File: src/rtl/memory_arbiter_if.sv
// memory_arbiter_if: groups the CPU/IOP request ports, the main-memory port
// and the arbiter status flags of memory_arbiter into one bundle.
//
// Handshake: a requester raises <x>_req with <x>_we/<x>_addr/<x>_wdata stable
// and holds it until it sees <x>_ack high for one cycle, then drops req on the
// following clock edge. A req still high when the arbiter is back in IDLE is a
// new access. Dropping req before ack while the access is running abandons it.
// Read data on <x>_rdata is valid in the cycle <x>_ack is high.
//
// modport slave  : the arbiter's view.
// modport master : the view of whatever drives the requesters and models memory.
interface memory_arbiter_if #(
  parameter int ADDR_W = 17
) ();

  // CPU requester
  logic              cpu_req;
  logic              cpu_we;
  logic [ADDR_W-1:0] cpu_addr;
  logic [31:0]       cpu_wdata;
  logic              cpu_ack;
  logic [31:0]       cpu_rdata;

  // IOP requester
  logic              iop_req;
  logic              iop_we;
  logic [ADDR_W-1:0] iop_addr;
  logic [31:0]       iop_wdata;
  logic              iop_ack;
  logic [31:0]       iop_rdata;

  // Single-port main memory
  logic [ADDR_W-1:0] mem_address;
  logic              mem_write_en;
  logic [31:0]       mem_data_out;
  logic [31:0]       mem_data_in;

  // Status
  logic              busy;
  logic              abort;

  modport slave (
    input  cpu_req, cpu_we, cpu_addr, cpu_wdata,
    output cpu_ack, cpu_rdata,
    input  iop_req, iop_we, iop_addr, iop_wdata,
    output iop_ack, iop_rdata,
    output mem_address, mem_write_en, mem_data_out,
    input  mem_data_in,
    output busy, abort
  );

  modport master (
    output cpu_req, cpu_we, cpu_addr, cpu_wdata,
    input  cpu_ack, cpu_rdata,
    output iop_req, iop_we, iop_addr, iop_wdata,
    input  iop_ack, iop_rdata,
    input  mem_address, mem_write_en, mem_data_out,
    output mem_data_in,
    input  busy, abort
  );

endinterface

File: src/rtl/memory_arbiter.sv
// memory_arbiter: shares one single-port 32-bit main memory between the CPU
// and the IOP. Every access is sequenced IDLE -> ACCESS (WAIT_STATES+1 cycles)
// -> DONE (one-cycle ack). The owner dropping its req during ACCESS abandons
// the access: no write, no ack, one-cycle abort pulse.
//
// Optional feature macro: MEM_ARB_ROUND_ROBIN_EN
//   undefined : fixed priority, CPU wins simultaneous requests.
//   defined   : a last_owner flop (reset to IOP) gives a tie to whichever
//               requester was not served last; updated on every DONE.
//
// dbg_state exposes the FSM state encoding (0 IDLE, 1 ACCESS, 2 DONE).
module memory_arbiter #(
  parameter int WAIT_STATES = 0,
  parameter int ADDR_W      = 17
) (
  input  logic              clock,
  input  logic              reset,
  memory_arbiter_if.slave   bus,
  output logic [1:0]        dbg_state
);

  typedef enum logic [1:0] {
    ST_IDLE   = 2'd0,
    ST_ACCESS = 2'd1,
    ST_DONE   = 2'd2
  } state_t;

  localparam logic       OWNER_CPU = 1'b0;
  localparam logic       OWNER_IOP = 1'b1;
  localparam logic [3:0] WS_INIT   = 4'(WAIT_STATES);

  // FSM and latched access
  state_t            state_q, state_d;
  logic              owner_q, owner_d;
  logic              we_q, we_d;
  logic [ADDR_W-1:0] addr_q, addr_d;
  logic [31:0]       wdata_q, wdata_d;
  logic [3:0]        cnt_q, cnt_d;

  // Per-requester read data holding registers
  logic [31:0]       cpu_rdata_q, cpu_rdata_d;
  logic [31:0]       iop_rdata_q, iop_rdata_d;

  // Registered one-cycle abort pulse, visible in the cycle after abandonment
  logic              abort_q, abort_d;

  // Arbitration result and helper terms
  logic              grant_iop;
  logic              owner_req;
  logic              any_req;

`ifdef MEM_ARB_ROUND_ROBIN_EN
  logic              last_owner_q, last_owner_d;

  // Tie goes to the requester that was not served last
  always_comb begin
    grant_iop = bus.iop_req && (!bus.cpu_req || (last_owner_q == OWNER_CPU));
  end
`else
  // Fixed priority: IOP only wins when the CPU is not asking
  always_comb begin
    grant_iop = bus.iop_req && !bus.cpu_req;
  end
`endif

  // Current owner's request line, used to detect abandonment during ACCESS
  always_comb begin
    any_req   = bus.cpu_req || bus.iop_req;
    owner_req = (owner_q == OWNER_IOP) ? bus.iop_req : bus.cpu_req;
  end

  // Next-state, datapath latching and the combinational strobes
  always_comb begin
    state_d      = state_q;
    owner_d      = owner_q;
    we_d         = we_q;
    addr_d       = addr_q;
    wdata_d      = wdata_q;
    cnt_d        = cnt_q;
    cpu_rdata_d  = cpu_rdata_q;
    iop_rdata_d  = iop_rdata_q;
    abort_d      = 1'b0;
`ifdef MEM_ARB_ROUND_ROBIN_EN
    last_owner_d = last_owner_q;
`endif
    bus.mem_write_en = 1'b0;
    bus.cpu_ack      = 1'b0;
    bus.iop_ack      = 1'b0;

    case (state_q)
      ST_IDLE: begin
        if (any_req) begin
          owner_d = grant_iop ? OWNER_IOP : OWNER_CPU;
          we_d    = grant_iop ? bus.iop_we    : bus.cpu_we;
          addr_d  = grant_iop ? bus.iop_addr  : bus.cpu_addr;
          wdata_d = grant_iop ? bus.iop_wdata : bus.cpu_wdata;
          cnt_d   = WS_INIT;
          state_d = ST_ACCESS;
        end
      end

      ST_ACCESS: begin
        if (!owner_req) begin
          // Abandoned: write enable stays low even in the final cycle
          abort_d = 1'b1;
          state_d = ST_IDLE;
        end else if (cnt_q != 4'd0) begin
          cnt_d = cnt_q - 4'd1;
        end else begin
          // Final ACCESS cycle: memory writes on the coming edge, or read
          // data is captured on it into the owner's holding register
          bus.mem_write_en = we_q;
          if (!we_q) begin
            if (owner_q == OWNER_IOP) begin
              iop_rdata_d = bus.mem_data_in;
            end else begin
              cpu_rdata_d = bus.mem_data_in;
            end
          end
          state_d = ST_DONE;
        end
      end

      ST_DONE: begin
        bus.cpu_ack = (owner_q == OWNER_CPU);
        bus.iop_ack = (owner_q == OWNER_IOP);
`ifdef MEM_ARB_ROUND_ROBIN_EN
        last_owner_d = owner_q;
`endif
        state_d = ST_IDLE;
      end

      default: begin
        state_d = ST_IDLE;
      end
    endcase
  end

  // State and datapath registers with synchronous reset
  always_ff @(posedge clock) begin
    if (reset) begin
      state_q      <= ST_IDLE;
      owner_q      <= OWNER_CPU;
      we_q         <= 1'b0;
      addr_q       <= '0;
      wdata_q      <= '0;
      cnt_q        <= 4'd0;
      cpu_rdata_q  <= '0;
      iop_rdata_q  <= '0;
      abort_q      <= 1'b0;
`ifdef MEM_ARB_ROUND_ROBIN_EN
      last_owner_q <= OWNER_IOP;
`endif
    end else begin
      state_q      <= state_d;
      owner_q      <= owner_d;
      we_q         <= we_d;
      addr_q       <= addr_d;
      wdata_q      <= wdata_d;
      cnt_q        <= cnt_d;
      cpu_rdata_q  <= cpu_rdata_d;
      iop_rdata_q  <= iop_rdata_d;
      abort_q      <= abort_d;
`ifdef MEM_ARB_ROUND_ROBIN_EN
      last_owner_q <= last_owner_d;
`endif
    end
  end

  // Registered outputs; the memory port shows the latched access values
  always_comb begin
    bus.mem_address  = addr_q;
    bus.mem_data_out = wdata_q;
    bus.cpu_rdata    = cpu_rdata_q;
    bus.iop_rdata    = iop_rdata_q;
    bus.busy         = (state_q != ST_IDLE);
    bus.abort        = abort_q;
    dbg_state        = state_q;
  end

endmodule

File: src/flat_wrapper.sv
// flat-port wrapper written by rule: the top's interface ports become plain ports
module memory_arbiter_flat 
#(
  parameter int WAIT_STATES = 0,
  parameter int ADDR_W      = 17
)
  (clock, reset, dbg_state, bus_cpu_req, bus_cpu_we, bus_cpu_addr, bus_cpu_wdata, bus_cpu_ack, bus_cpu_rdata, bus_iop_req, bus_iop_we, bus_iop_addr, bus_iop_wdata, bus_iop_ack, bus_iop_rdata, bus_mem_address, bus_mem_write_en, bus_mem_data_out, bus_mem_data_in, bus_busy, bus_abort);
  memory_arbiter_if #(.ADDR_W(ADDR_W)) bus_i ();
  input  logic clock;
  input  logic reset;
  output logic [1:0] dbg_state;
  input wire logic [$bits(bus_i.cpu_req)-1:0] bus_cpu_req;
  input wire logic [$bits(bus_i.cpu_we)-1:0] bus_cpu_we;
  input wire logic [$bits(bus_i.cpu_addr)-1:0] bus_cpu_addr;
  input wire logic [$bits(bus_i.cpu_wdata)-1:0] bus_cpu_wdata;
  output wire logic [$bits(bus_i.cpu_ack)-1:0] bus_cpu_ack;
  output wire logic [$bits(bus_i.cpu_rdata)-1:0] bus_cpu_rdata;
  input wire logic [$bits(bus_i.iop_req)-1:0] bus_iop_req;
  input wire logic [$bits(bus_i.iop_we)-1:0] bus_iop_we;
  input wire logic [$bits(bus_i.iop_addr)-1:0] bus_iop_addr;
  input wire logic [$bits(bus_i.iop_wdata)-1:0] bus_iop_wdata;
  output wire logic [$bits(bus_i.iop_ack)-1:0] bus_iop_ack;
  output wire logic [$bits(bus_i.iop_rdata)-1:0] bus_iop_rdata;
  output wire logic [$bits(bus_i.mem_address)-1:0] bus_mem_address;
  output wire logic [$bits(bus_i.mem_write_en)-1:0] bus_mem_write_en;
  output wire logic [$bits(bus_i.mem_data_out)-1:0] bus_mem_data_out;
  input wire logic [$bits(bus_i.mem_data_in)-1:0] bus_mem_data_in;
  output wire logic [$bits(bus_i.busy)-1:0] bus_busy;
  output wire logic [$bits(bus_i.abort)-1:0] bus_abort;
  assign bus_i.cpu_req = bus_cpu_req;
  assign bus_i.cpu_we = bus_cpu_we;
  assign bus_i.cpu_addr = bus_cpu_addr;
  assign bus_i.cpu_wdata = bus_cpu_wdata;
  assign bus_cpu_ack = bus_i.cpu_ack;
  assign bus_cpu_rdata = bus_i.cpu_rdata;
  assign bus_i.iop_req = bus_iop_req;
  assign bus_i.iop_we = bus_iop_we;
  assign bus_i.iop_addr = bus_iop_addr;
  assign bus_i.iop_wdata = bus_iop_wdata;
  assign bus_iop_ack = bus_i.iop_ack;
  assign bus_iop_rdata = bus_i.iop_rdata;
  assign bus_mem_address = bus_i.mem_address;
  assign bus_mem_write_en = bus_i.mem_write_en;
  assign bus_mem_data_out = bus_i.mem_data_out;
  assign bus_i.mem_data_in = bus_mem_data_in;
  assign bus_busy = bus_i.busy;
  assign bus_abort = bus_i.abort;
  memory_arbiter #(.WAIT_STATES(WAIT_STATES), .ADDR_W(ADDR_W)) u_core (.clock(clock), .reset(reset), .bus(bus_i), .dbg_state(dbg_state));
endmodule
File: config.mk
export PLATFORM = sky130hd
export DESIGN_NAME = memory_arbiter_flat
export DESIGN_NICKNAME = d
export VERILOG_FILES = /design/src/rtl/memory_arbiter_if.sv /design/src/rtl/memory_arbiter.sv /design/src/flat_wrapper.sv
export SDC_FILE = /design/constraint.sdc
export NUM_CORES = 1
export LEC_CHECK = 0
export CAP_MARGIN = 10
export CORE_MARGIN = 2
export CORE_UTILIZATION = 40
export DETAILED_ROUTE_END_ITERATION = 8
export GPL_ROUTABILITY_DRIVEN = 0
export GPL_TIMING_DRIVEN = 0
export PLACE_DENSITY = 0.88
export REMOVE_ABC_BUFFERS = 1
export SETUP_SLACK_MARGIN = 0.5
export SYNTH_ARGS = -nofsm -noshare
export SYNTH_HDL_FRONTEND = slang
export SYNTH_SLANG_ARGS = --single-unit
File: constraint.sdc
create_clock -name clock -period 2.15 [get_ports clock]
set_clock_uncertainty 0.15 [all_clocks]
set_input_delay 0.43 -clock clock [delete_from_list [all_inputs] [get_ports clock]]
set_output_delay 0.43 -clock clock [all_outputs]
set_load 0.02 [all_outputs]
# After elaboration in Yosys (flattened, before gate mapping)
# Index checks and enable logic that the tools add are counted.
[word_totals]
out_inout_bits = 120
word_cells = 52
memories = 0
ff_bits = 122
mem_bits_rw = 0
rom_bits = 0
latch_bits = 0
[op_classes]
shift = 0
add_sub_neg = 1
n_bitwise = 4
n_eq_ne = 6
multipliers = 0
reduce_logical = 13
n_mux = 19
div = 0
magnitude_cmp = 0
[op_table]
columns = ["op", "n"]
rows = [
  ["$mux 32", 1],
  ["$mux 17", 1],
  ["$mux 4", 3],
  ["$reduce_and 5->1", 2],
  ["$mux 1", 9],
  ["$pmux 4 s2", 1],
  ["$mux 2", 3],
  ["$ne 2x1->1 const B", 3],
  ["$not 1->1", 4],
  ["$pmux 2 s2", 1],
  ["$reduce_and 2->1", 2],
  ["$reduce_and 4->1", 1],
  ["$reduce_bool 2->1", 2],
  ["$reduce_bool 4->1", 1],
  ["$sub 4x1->4 const B", 1],
  ["$ne 3x3->1 const B", 1],
  ["$eq 2x1->1 const B", 1],
  ["$eq 2x2->1 const B", 1],
  ["$logic_not 2->1", 1],
  ["$reduce_or 2->1", 1],
  ["$logic_and 1x1->1", 1],
  ["$logic_not 1->1", 1],
  ["$logic_or 1x1->1", 1],
]

# Depth between registers and ports, before layout
# Gate-level depths: netlist of run 1.
[logic_depth]
word_depth = 4
mapped_depth = 8

# Least setup slack after synthesis of run 1
# OpenSTA, ideal clock, no wires.
[synth_timing]
kind = "reg2out"
start = "register u_core.cnt_q[0]"
end = "output port bus_mem_write_en"
arrival_time_ns = 1.663
setup_slack_ns = -0.093
path_stages_with_launch = 6
n_path_buf = 1
path_cell_list = "dfxtp_1 inv_1 ha_1 or3b_1 buf_2 nor4_1"
[synth_between]
elab_chain_len = 4
[synth_lines]
columns = ["element", "line", "source"]
rows = [
  ["start, declared", "memory_arbiter.sv:38", "logic [3:0] cnt_q, cnt_d;"],
  ["start signal, assigned", "memory_arbiter.sv:160", "cnt_q <= cnt_d;"],
  ["$reduce_bool 4->1", "memory_arbiter.sv:107", "end else if (cnt_q != 4'd0) begin"],
  ["$mux 1", "memory_arbiter.sv:107", ""],
  ["$mux 1", "memory_arbiter.sv:103", "if (!owner_req) begin"],
  ["$mux 1", "memory_arbiter.sv:90", "case (state_q)"],
  ["end, declared", "flat_wrapper.sv:25", "output wire logic [$bits(bus_i.mem_write_en)-1:0] bus_mem_write_en;"],
]
# Every way passes these cells.

# Final worst setup path of run 1
# Same ends and word-level chain as after synthesis.

==> flow_summary.json, run 1 <==
{
  "grt_pass1_wl_um": 28200,
  "wl_per_cell_um": 20.2,
  "stdcell_area_um2": 9020,
  "synthXorXnorAreaFrac_pct": 0,
  "htreeDepth": 4,
  "hpwlAfterDp_um": 11600,
  "internal_power_mw": 4.92,
  "dr.pass1.iters": 4,
  "seq_area_um2": 2450,
  "max_clock_freq_ghz": 0.447,
  "synth_mux_area_share_pct": 22.6,
  "p_seq_share_pct": 36.5,
  "synth_compound_area_share_pct": 13.9,
  "stdcell_count": 970,
  "clock_latency_ns": 0.41,
  "violations": "negative setup slack",
  "syn_inst": 530,
  "netlist.area_leader.share_pct": 47.4,
  "synth-seq-area-share_pct": 47.4,
  "placed_cell_area_um2": 7840,
  "synth_simple_gate_area_share_pct": 10.4,
  "vias": 5311,
  "tightest_slew_ns": 0.592,
  "die-area_um2": 13800,
  "drc": 0,
  "path_cells": "inv_2 -> ha_4 -> or3b_4 -> nor4_2 -> buf_4",
  "relSlewSlack_pct": 60.5,
  "synthAdderAreaFrac_pct": 0.486,
  "start_util_pct": 40.8,
  "io_buffers": 255,
  "cp_max_fo": 3,
  "drt_iter0_drc": 367,
  "yosys_warnings": 0,
  "viasPerCell": 5.48,
  "clock_sinks": 122,
  "ant_nets": 0,
  "wl_um": 19600,
  "cp.required_ns": 1.57,
  "cts_hold_buffers": 0,
  "synth_top_family_by_area": "multiplexers",
  "maxCapViolCount": 0,
  "p_total_mw": 6.85,
  "fin_nets": 923,
  "postSynthAreaPerCell_um2": 9.72,
  "final_core_util_pct": 71.4,
  "power_switching_mw": 1.93,
  "core_area_um2": 12600,
  "syn_to_final_growth_pct": 75.0,
  "cts_buffers": 17,
  "layout_setup_ws_ns": -0.0855,
  "cp_slowest_cell": "or3b_4",
  "drive_gt1_share_pct": 21.7,
  "cts_root_buf": "clkbuf_16",
  "synth-seq-cells": 122,
  "clock_path_buffers": 2,
  "startpoint_type": "flip-flop",
  "path_class": "reg -> out",
  "leakage_nw": 4.74,
  "drv_slew": 0,
  "vdd_drop_max_v": 0.000370,
  "synth_cell_types": 31,
  "crit_path_end_kind": "output port",
  "die_y_um": 117,
  "p_clk_share_pct": 43.6,
  "p_per_area_nw_per_um2": 760,
  "ioPinCount": 256,
  "syn-cell-area_um2": 5150,
  "grt_antenna_before_repair": 0,
  "synthTopCellsByArea": "dfxtp_1, mux2i_1, a211oi_1, nand2_1, a21oi_1",
  "switching_share_pct": 28.2,
  "arrival_ns": 1.66,
  "grt_max_degree": 54,
  "rsz0062_at_grt": "true",
  "multi_input_area_um2": 2720,
  "fillers": 810,
  "critical-path-max-stage-delay_ns": 0.39,
  "cts_tree": "done",
  "grtUsageTotal_pct": 25.5,
  "path_buf_inv": 2,
  "n_antenna_cell": 0,
  "hp-class": "in -> reg",
  "setup_viol": 5,
  "die_w_um": 117,
  "path_delay_family": "simple AND/OR/NAND/NOR gates",
  "grt_overflow": 0,
  "row_count": 41,
  "comb_power_share_pct": 19.9,
  "path_clk_slew_ns": 0.06,
  "finalHoldViolCount": 0,
  "place_inst": 916,
  "synth.largest_area_cell": "dfxtp_1",
  "status": "finished, violations left",
  "hold-worst-slack_ns": 0.148,
  "layout_min_cycle_time_ns": 2.24,
  "grt_pass1_vias": 5289,
  "min_period_over_period_pct": 104
}
power by group through the flow:
stage | Sequential [mW] | Clock, mW | Combinational, mW
final | 2.50 | 2.99 | 1.36
after detailed placement | 2.54 | 0 | 1.27
after CTS | 2.50 | 3.01 | 1.33
after global routing | 2.51 | 3.13 | 1.44
after floorplan | 2.70 | 0 | 0.402
after global placement | 2.53 | 0 | 1.22
flip-flops by register name, summed over array words and instances (netlist names):
| name | flops |
|---|---|
| u_core.cnt_q | 4 |
| u_core.owner_q | 1 |
| u_core.we_q | 1 |
| u_core.bus.cpu_rdata | 32 |
| u_core.dbg_state | 2 |
| u_core.bus.mem_data_out | 32 |
| u_core.bus.abort | 1 |
| u_core.bus.iop_rdata | 32 |
| u_core.bus.mem_address | 17 |
worst register-to-register path, stage by stage, from the launching register on:
cell,delay [ns]
dfxtp_2,0.32
inv_2,0.08
ha_4,0.13
or3b_4,0.39
buf_6,0.15
or4_4,0.58
mux2i_1,0.30
cells in the final DEF, fill, tap and decap left out, types with 4 or more instances in the layout:
| cell type | n |
|---|---|
| clkbuf_16 | 17 |
| nand2_1 | 97 |
| a21oi_1 | 51 |
| a211oi_2 | 24 |
| nand4_1 | 4 |
| buf_4 | 14 |
| dlymetal6s2s_1 | 64 |
| clkdlybuf4s15_2 | 35 |
| inv_6 | 5 |
| nor2_4 | 4 |
| dfxtp_1 | 117 |
| buf_2 | 16 |
| buf_6 | 10 |
| clkdlybuf4s50_1 | 132 |
| a211oi_1 | 27 |
| mux2i_1 | 111 |
stage by stage:
step                TNS (ns)  setup WS, ns
floorplan            -238.19         -3.24
global placement     -453.51         -4.76
detailed placement    -57.39        -0.811
CTS                   -0.688       -0.0948
global route           -1.03        -0.130
finish                -0.181       -0.0855
path summary, 6_finish.rpt:
check                        endpoint                startpoint  slack [ns]  cells after the start
max                  bus_mem_write_en           u_core.cnt_q[0]       -0.09                      5
min                    u_core.owner_q               bus_cpu_req        0.15                      2
max reg2reg  u_core.bus.cpu_rdata[12]           u_core.cnt_q[0]       -0.03                      6
min reg2reg  u_core.bus.iop_rdata[22]  u_core.bus.iop_rdata[22]        0.31                      2
metal layers:
metal	vias to the layer above	wire [um]	share of wire, %	track usage, %
met1	2556	7520	38	28.9
met2	285	9910	51	45.1
met4	0	647	3.3	9.19
met5	-	0	0	0
met3	54	1540	7.9	8.14
li1	2416	-	-	-
cell families (layout without fill, tap and decap cells):
kind of cell	Yosys count	count (layout)
buf+inv	56	320
fa+ha+maj	2	2
flops	122	122
simple gates	123	127
compound gates	111	111
mux	116	116
cell usage after synthesis (all sizes together):
library cell	n
or3b	1
dfxtp	122
nor3	2
or2	1
o31ai	2
or4	2
nor2	5
nand2b	3
nor4	4
a32o	1
mux2i	115
buf	14
a21oi	51
inv	7
a211oi	51
and3b	1
nand2	97
o311ai	2
a2111o	1
nor3b	1
nand4	4
mux2	1
nor2b	1
ha	2
and2	1
clkbuf	35
o2111ai	3
what timing repair did:
action,4_1_cts,5_1_grt
cloned,2,2
buffers inserted,14,4
setup endpoints to repair,241,202
pin swaps,22,4
gates resized for setup,240,108
final cells by class:
class	instances	area share, %
repair buffers	281	33.1
multi-input cells	356	30.1
flip-flops and latches	122	27.2
clock buffers	18	4.76
well taps	172	2.39
clock inverters	14	2.05
inverters	7	0.375
No activity file was read; power rests on OpenSTA's default activity.
==> run 2: changes to the inputs <==
REMOVE_ABC_BUFFERS = default   (was 1)
==> flow_summary.json, run 2 (synthesis gave the netlist of run 1 again) <==
{
  "p_per_area_nw_per_um2": 745,
  "setup_viol": 28,
  "grt_pass1_vias": 5262,
  "die_y_um": 117,
  "viasPerCell": 5.14,
  "whs_path_depth": 2,
  "grt-busiest-layer": "met2",
  "cp_max_fo": 2,
  "grt_pass1_wl_um": 27800,
  "vias": 5162,
  "cp.required_ns": 1.57,
  "hp-class": "in -> reg",
  "power_switching_mw": 1.72,
  "cts_root_buf": "clkbuf_16",
  "p_total_mw": 6.45,
  "fillers": 959,
  "use_met2_pct": 45.4,
  "layout_setup_ws_ns": -0.189,
  "path_clk_slew_ns": 0.05,
  "met3_usage_pct": 8.14,
  "internal_power_mw": 4.73,
  "leakage_nw": 3.80,
  "clock_latency_ns": 0.41,
  "use_met1_pct": 28.1,
  "tightest_slew_ns": 0.539,
  "crit_path_end_kind": "output port",
  "fin_nets": 958,
  "ioPinCount": 256,
  "final_cell_mix": "clkdlybuf4s50_1, dfxtp_1, mux2i_1",
  "vdd_drop_max_v": 0.000515,
  "final_common_cell": "clkdlybuf4s50_1",
  "io_buffers": 254,
  "status": "finished, violations left",
  "layout_min_cycle_time_ns": 2.34,
  "ant_nets": 0,
  "cts_tree": "done",
  "clock_path_buffers": 2,
  "clock_sinks": 122,
  "start_util_pct": 40.8,
  "multi_input_area_um2": 2540,
  "drt_iter0_drc": 256,
  "grtUsageTotal_pct": 25.6,
  "die-area_um2": 13800,
  "arrival_ns": 1.76,
  "switching_share_pct": 26.7,
  "grt_max_degree": 17,
  "relSlewSlack_pct": 64.1,
  "cts_hold_buffers": 0,
  "cts_buffers": 17,
  "maxCapViolCount": 0,
  "dr.pass1.iters": 4,
  "grt_overflow": 0,
  "path_class": "reg -> out",
  "row_count": 41,
  "htreeDepth": 4,
  "die_w_um": 117,
  "rr_worst_depth": 10,
  "syn_to_final_growth_pct": 68.2,
  "n_antenna_cell": 0,
  "finalHoldViolCount": 0,
  "p_seq_share_pct": 38.7,
  "hold-worst-slack_ns": 0.189,
  "violations": "negative setup slack",
  "wl_um": 17600,
  "p_clk_share_pct": 41.9,
  "grt_antenna_before_repair": 0,
  "min_period_over_period_pct": 109,
  "core_area_um2": 12600,
  "drive_gt1_share_pct": 26.3,
  "drc": 0,
  "max_clock_freq_ghz": 0.428,
  "startpoint_type": "flip-flop",
  "comb_power_share_pct": 19.5,
  "seq_area_um2": 2450,
  "wl_per_cell_um": 17.5,
  "hpwlAfterDp_um": 12600,
  "drv_slew": 0,
  "rsz0062_at_grt": "true",
  "synth_nets": 668
}
run 2: changes by cell type in the layout (fill, tap and decap cells not counted), sizes merged, moves of 2 or more:
cell / previous run / this run
clkbuf: 20 / 93
dlymetal6s2s: 64 / 1
clkdlybuf4s15: 35 / 60
buf: 47 / 55
inv: 13 / 7
clkinv: 3 / 7
clkinvlp: 2 / 0
nor2: 7 / 5
run 2: per-layer routing:
layer	vias to the layer above	share of wire, %
li1	2476	-
met1	2411	39
met2	241	50
met3	34	7.9
met4	0	2.8
met5	-	0
run 2: area by class of cell:
class,instances,share of cell area (%)
inverters,7,0.303
plain buffers,49,3.83
clock buffers,22,5.24
repair buffers,271,29.4
well taps,172,2.48
flip-flops and latches,122,28.3
clock inverters,9,1.14
multi-input cells,352,29.3
run 2: worst paths after layout:
| path | start | end | slack, ns |
|---|---|---|---|
| setup reg to reg | u_core.cnt_q[0] | u_core.bus.iop_rdata[27] | -0.11 |
| setup / recovery | u_core.cnt_q[0] | bus_mem_write_en | -0.19 |
| hold reg to reg | u_core.bus.cpu_rdata[1] | u_core.bus.cpu_rdata[1] | 0.30 |
| hold / removal | bus_cpu_req | u_core.owner_q | 0.19 |
run 2: worst max-delay path: stages, from the launching register on:
cell     delay, ns
dfxtp_2       0.32
inv_2         0.08
ha_4          0.13
or3b_4        0.39
buf_8         0.13
nor4_4        0.11
buf_4         0.18
run 2: power by group through the flow:
stage,Sequential (mW),Combinational (mW),Clock (mW)
after CTS,2.49,1.28,2.72
after global placement,2.53,1.28,0
after detailed placement,2.54,1.29,0
final,2.49,1.26,2.70
after floorplan,2.70,0.448,0
after global routing,2.51,1.35,2.86
run 2: repair_timing:
| item | 4_1_cts | 5_1_grt |
|---|---|---|
| endpoints found under the setup margin | 238 | 162 |
| gates resized for setup | 376 | 74 |
| pin swaps | 4 | 5 |
| buffers inserted | 13 | 2 |
| gates cloned | 2 | 0 |
run 2: per-stage QoR:
step,worst slack (ns),cell area (um^2),util [%],setup TNS (ns),instances
6_report,-0.189,8660,68.6,-1.07,1004
5_1_grt,-0.257,8660,68.6,-2.85,1004
4_1_cts,-0.181,8830,70.0,-0.506,1002
3_5_place_dp,-0.619,7970,63.1,-29.77,956
3_3_place_gp,-0.598,7970,63.1,-26.31,956
2_1_floorplan,0.203,5210,-,0,530
==> run 3: changes to the inputs <==
SETUP_SLACK_MARGIN = default   (was 0.5)
==> flow_summary.json, run 3 (synthesis gave the netlist of run 1 again) <==
{
  "status": "finished, violations left",
  "violations": "negative setup slack",
  "arrival_ns": 1.74,
  "layout_min_cycle_time_ns": 2.32,
  "finalHoldViolCount": 0,
  "cp_slowest_cell": "or3b_4",
  "max_clock_freq_ghz": 0.431,
  "final_core_util_pct": 68.8,
  "maxCapViolCount": 0,
  "path_class": "reg -> out",
  "grt_antenna_before_repair": 1,
  "final_common_cell": "clkdlybuf4s50_1",
  "grtUsageTotal_pct": 23.8,
  "drc": 0,
  "n_antenna_cell": 0,
  "hpwlAfterDp_um": 12500,
  "drv_slew": 0,
  "hold-worst-slack_ns": 0.304,
  "vdd_drop_max_v": 0.000481,
  "fin_nets": 952,
  "die-area_um2": 13800,
  "p_per_area_nw_per_um2": 759,
  "rsz0062_at_grt": "true",
  "start_util_pct": 40.8,
  "ant_nets": 0,
  "cts_tree": "done",
  "critical-path-max-stage-delay_ns": 0.38,
  "die_w_um": 117,
  "io_buffers": 254,
  "path_delay_family": "simple AND/OR/NAND/NOR gates",
  "path_cells": "inv_2 -> ha_4 -> or3b_4 -> buf_8 -> nor4_4 -> buf_4",
  "clock_path_buffers": 2,
  "grt_pass1_wl_um": 26100,
  "crit_path_end_kind": "output port",
  "leakage_nw": 3.57,
  "viasPerCell": 5.10,
  "cp_max_fo": 3,
  "path_clk_slew_ns": 0.06,
  "clock_sinks": 122,
  "synth_nets": 668,
  "wl_per_cell_um": 16.7,
  "final_cell_mix": "clkdlybuf4s50_1, dfxtp_1, mux2i_1",
  "cts_buffers": 17,
  "setup_viol": 1,
  "tightest_slew_ns": 0.601,
  "vias": 5087,
  "grt_pass1_vias": 5010,
  "ioPinCount": 256,
  "cts_root_buf": "clkbuf_16",
  "htreeDepth": 4,
  "relSlewSlack_pct": 59.9,
  "cts_hold_buffers": 0,
  "dr.pass1.iters": 4,
  "die_y_um": 117,
  "startpoint_type": "flip-flop",
  "row_count": 41,
  "cp.required_ns": 1.57,
  "grt_max_degree": 17,
  "wl_um": 16600,
  "grt_overflow": 0,
  "drive_gt1_share_pct": 9.56,
  "path_buf_inv": 3,
  "clock_latency_ns": 0.40,
  "hp-class": "reg -> reg",
  "min_period_over_period_pct": 108,
  "drt_iter0_drc": 284,
  "core_area_um2": 12600,
  "layout_setup_ws_ns": -0.172,
  "syn_to_final_growth_pct": 68.4,
  "p_total_mw": 6.59
}
run 3: cell count changes in the layout (fill, tap and decap cells not counted), sizes merged, moves of 4 or more:
cell,previous run,this run
buf,55,26
clkinvlp,0,6
clkdlybuf4s15,60,0
clkbuf,93,53
clkdlybuf4s50,132,249
clkinv,7,3
run 3: repair_timing:
action	4_1_cts	5_1_grt
endpoints found under the setup margin	74	52
buffers inserted	7	5
pin swaps	1	1
resized for setup	26	21
run 3: layer usage:
layer	track usage (%)	routed length, um
met5	0	13
met4	7.08	250
met3	7.90	1360
met2	42.7	8410
met1	26.8	6610
run 3: stage by stage:
step | setup slack [ns] | setup TNS (ns) | area (um^2) | cells
6_report | -0.172 | -0.172 | 8680 | 998
5_1_grt | -0.242 | -0.337 | 8680 | 998
4_1_cts | -0.201 | -0.364 | 8590 | 993
3_5_place_dp | -0.568 | -23.04 | 7920 | 956
3_3_place_gp | -0.577 | -22.99 | 7920 | 956
2_1_floorplan | 0.145 | 0 | 5160 | 530
run 3: where the power goes:
group / leakage (nW) / internal [mW] / switching (mW) / total (mW)
Combinational: 2.31 / 0.655 / 0.625 / 1.28
Clock: 0.267 / 1.74 / 1.07 / 2.81
Sequential: 1.00 / 2.41 / 0.0944 / 2.50
Total: 3.57 / 4.80 / 1.79 / 6.59
run 3: worst paths after layout:
path / start / endpoint / slack (ns) / cells past startpoint
worst max-delay path: u_core.cnt_q[1] / bus_mem_write_en / -0.17 / 6
worst max register to register: u_core.cnt_q[1] / u_core.bus.cpu_rdata[3] / 0 / 9
worst min register to register: u_core.bus.cpu_rdata[1] / u_core.bus.cpu_rdata[1] / 0.30 / 2
worst min-delay path: u_core.bus.cpu_rdata[1] / u_core.bus.cpu_rdata[1] / 0.30 / 2
run 3: final cells by class:
class | instances | area [um^2]
fillers | 973 | 3940
clock buffers | 18 | 439
plain buffers | 48 | 275
repair buffers | 266 | 2640
well taps | 172 | 215
flip-flops and latches | 122 | 2450
inverters | 7 | 26.3
multi-input cells | 352 | 2490
clock inverters | 13 | 145
run 3: worst reg2reg max path, cell delays in order (launching register included):
cell and delay, ns:
dfxtp_2 0.32, inv_2 0.08, ha_4 0.12, or3b_4 0.38
buf_8 0.13, buf_4 0.14, buf_6 0.13, nor4_4 0.26
buf_6 0.17, mux2i_1 0.19
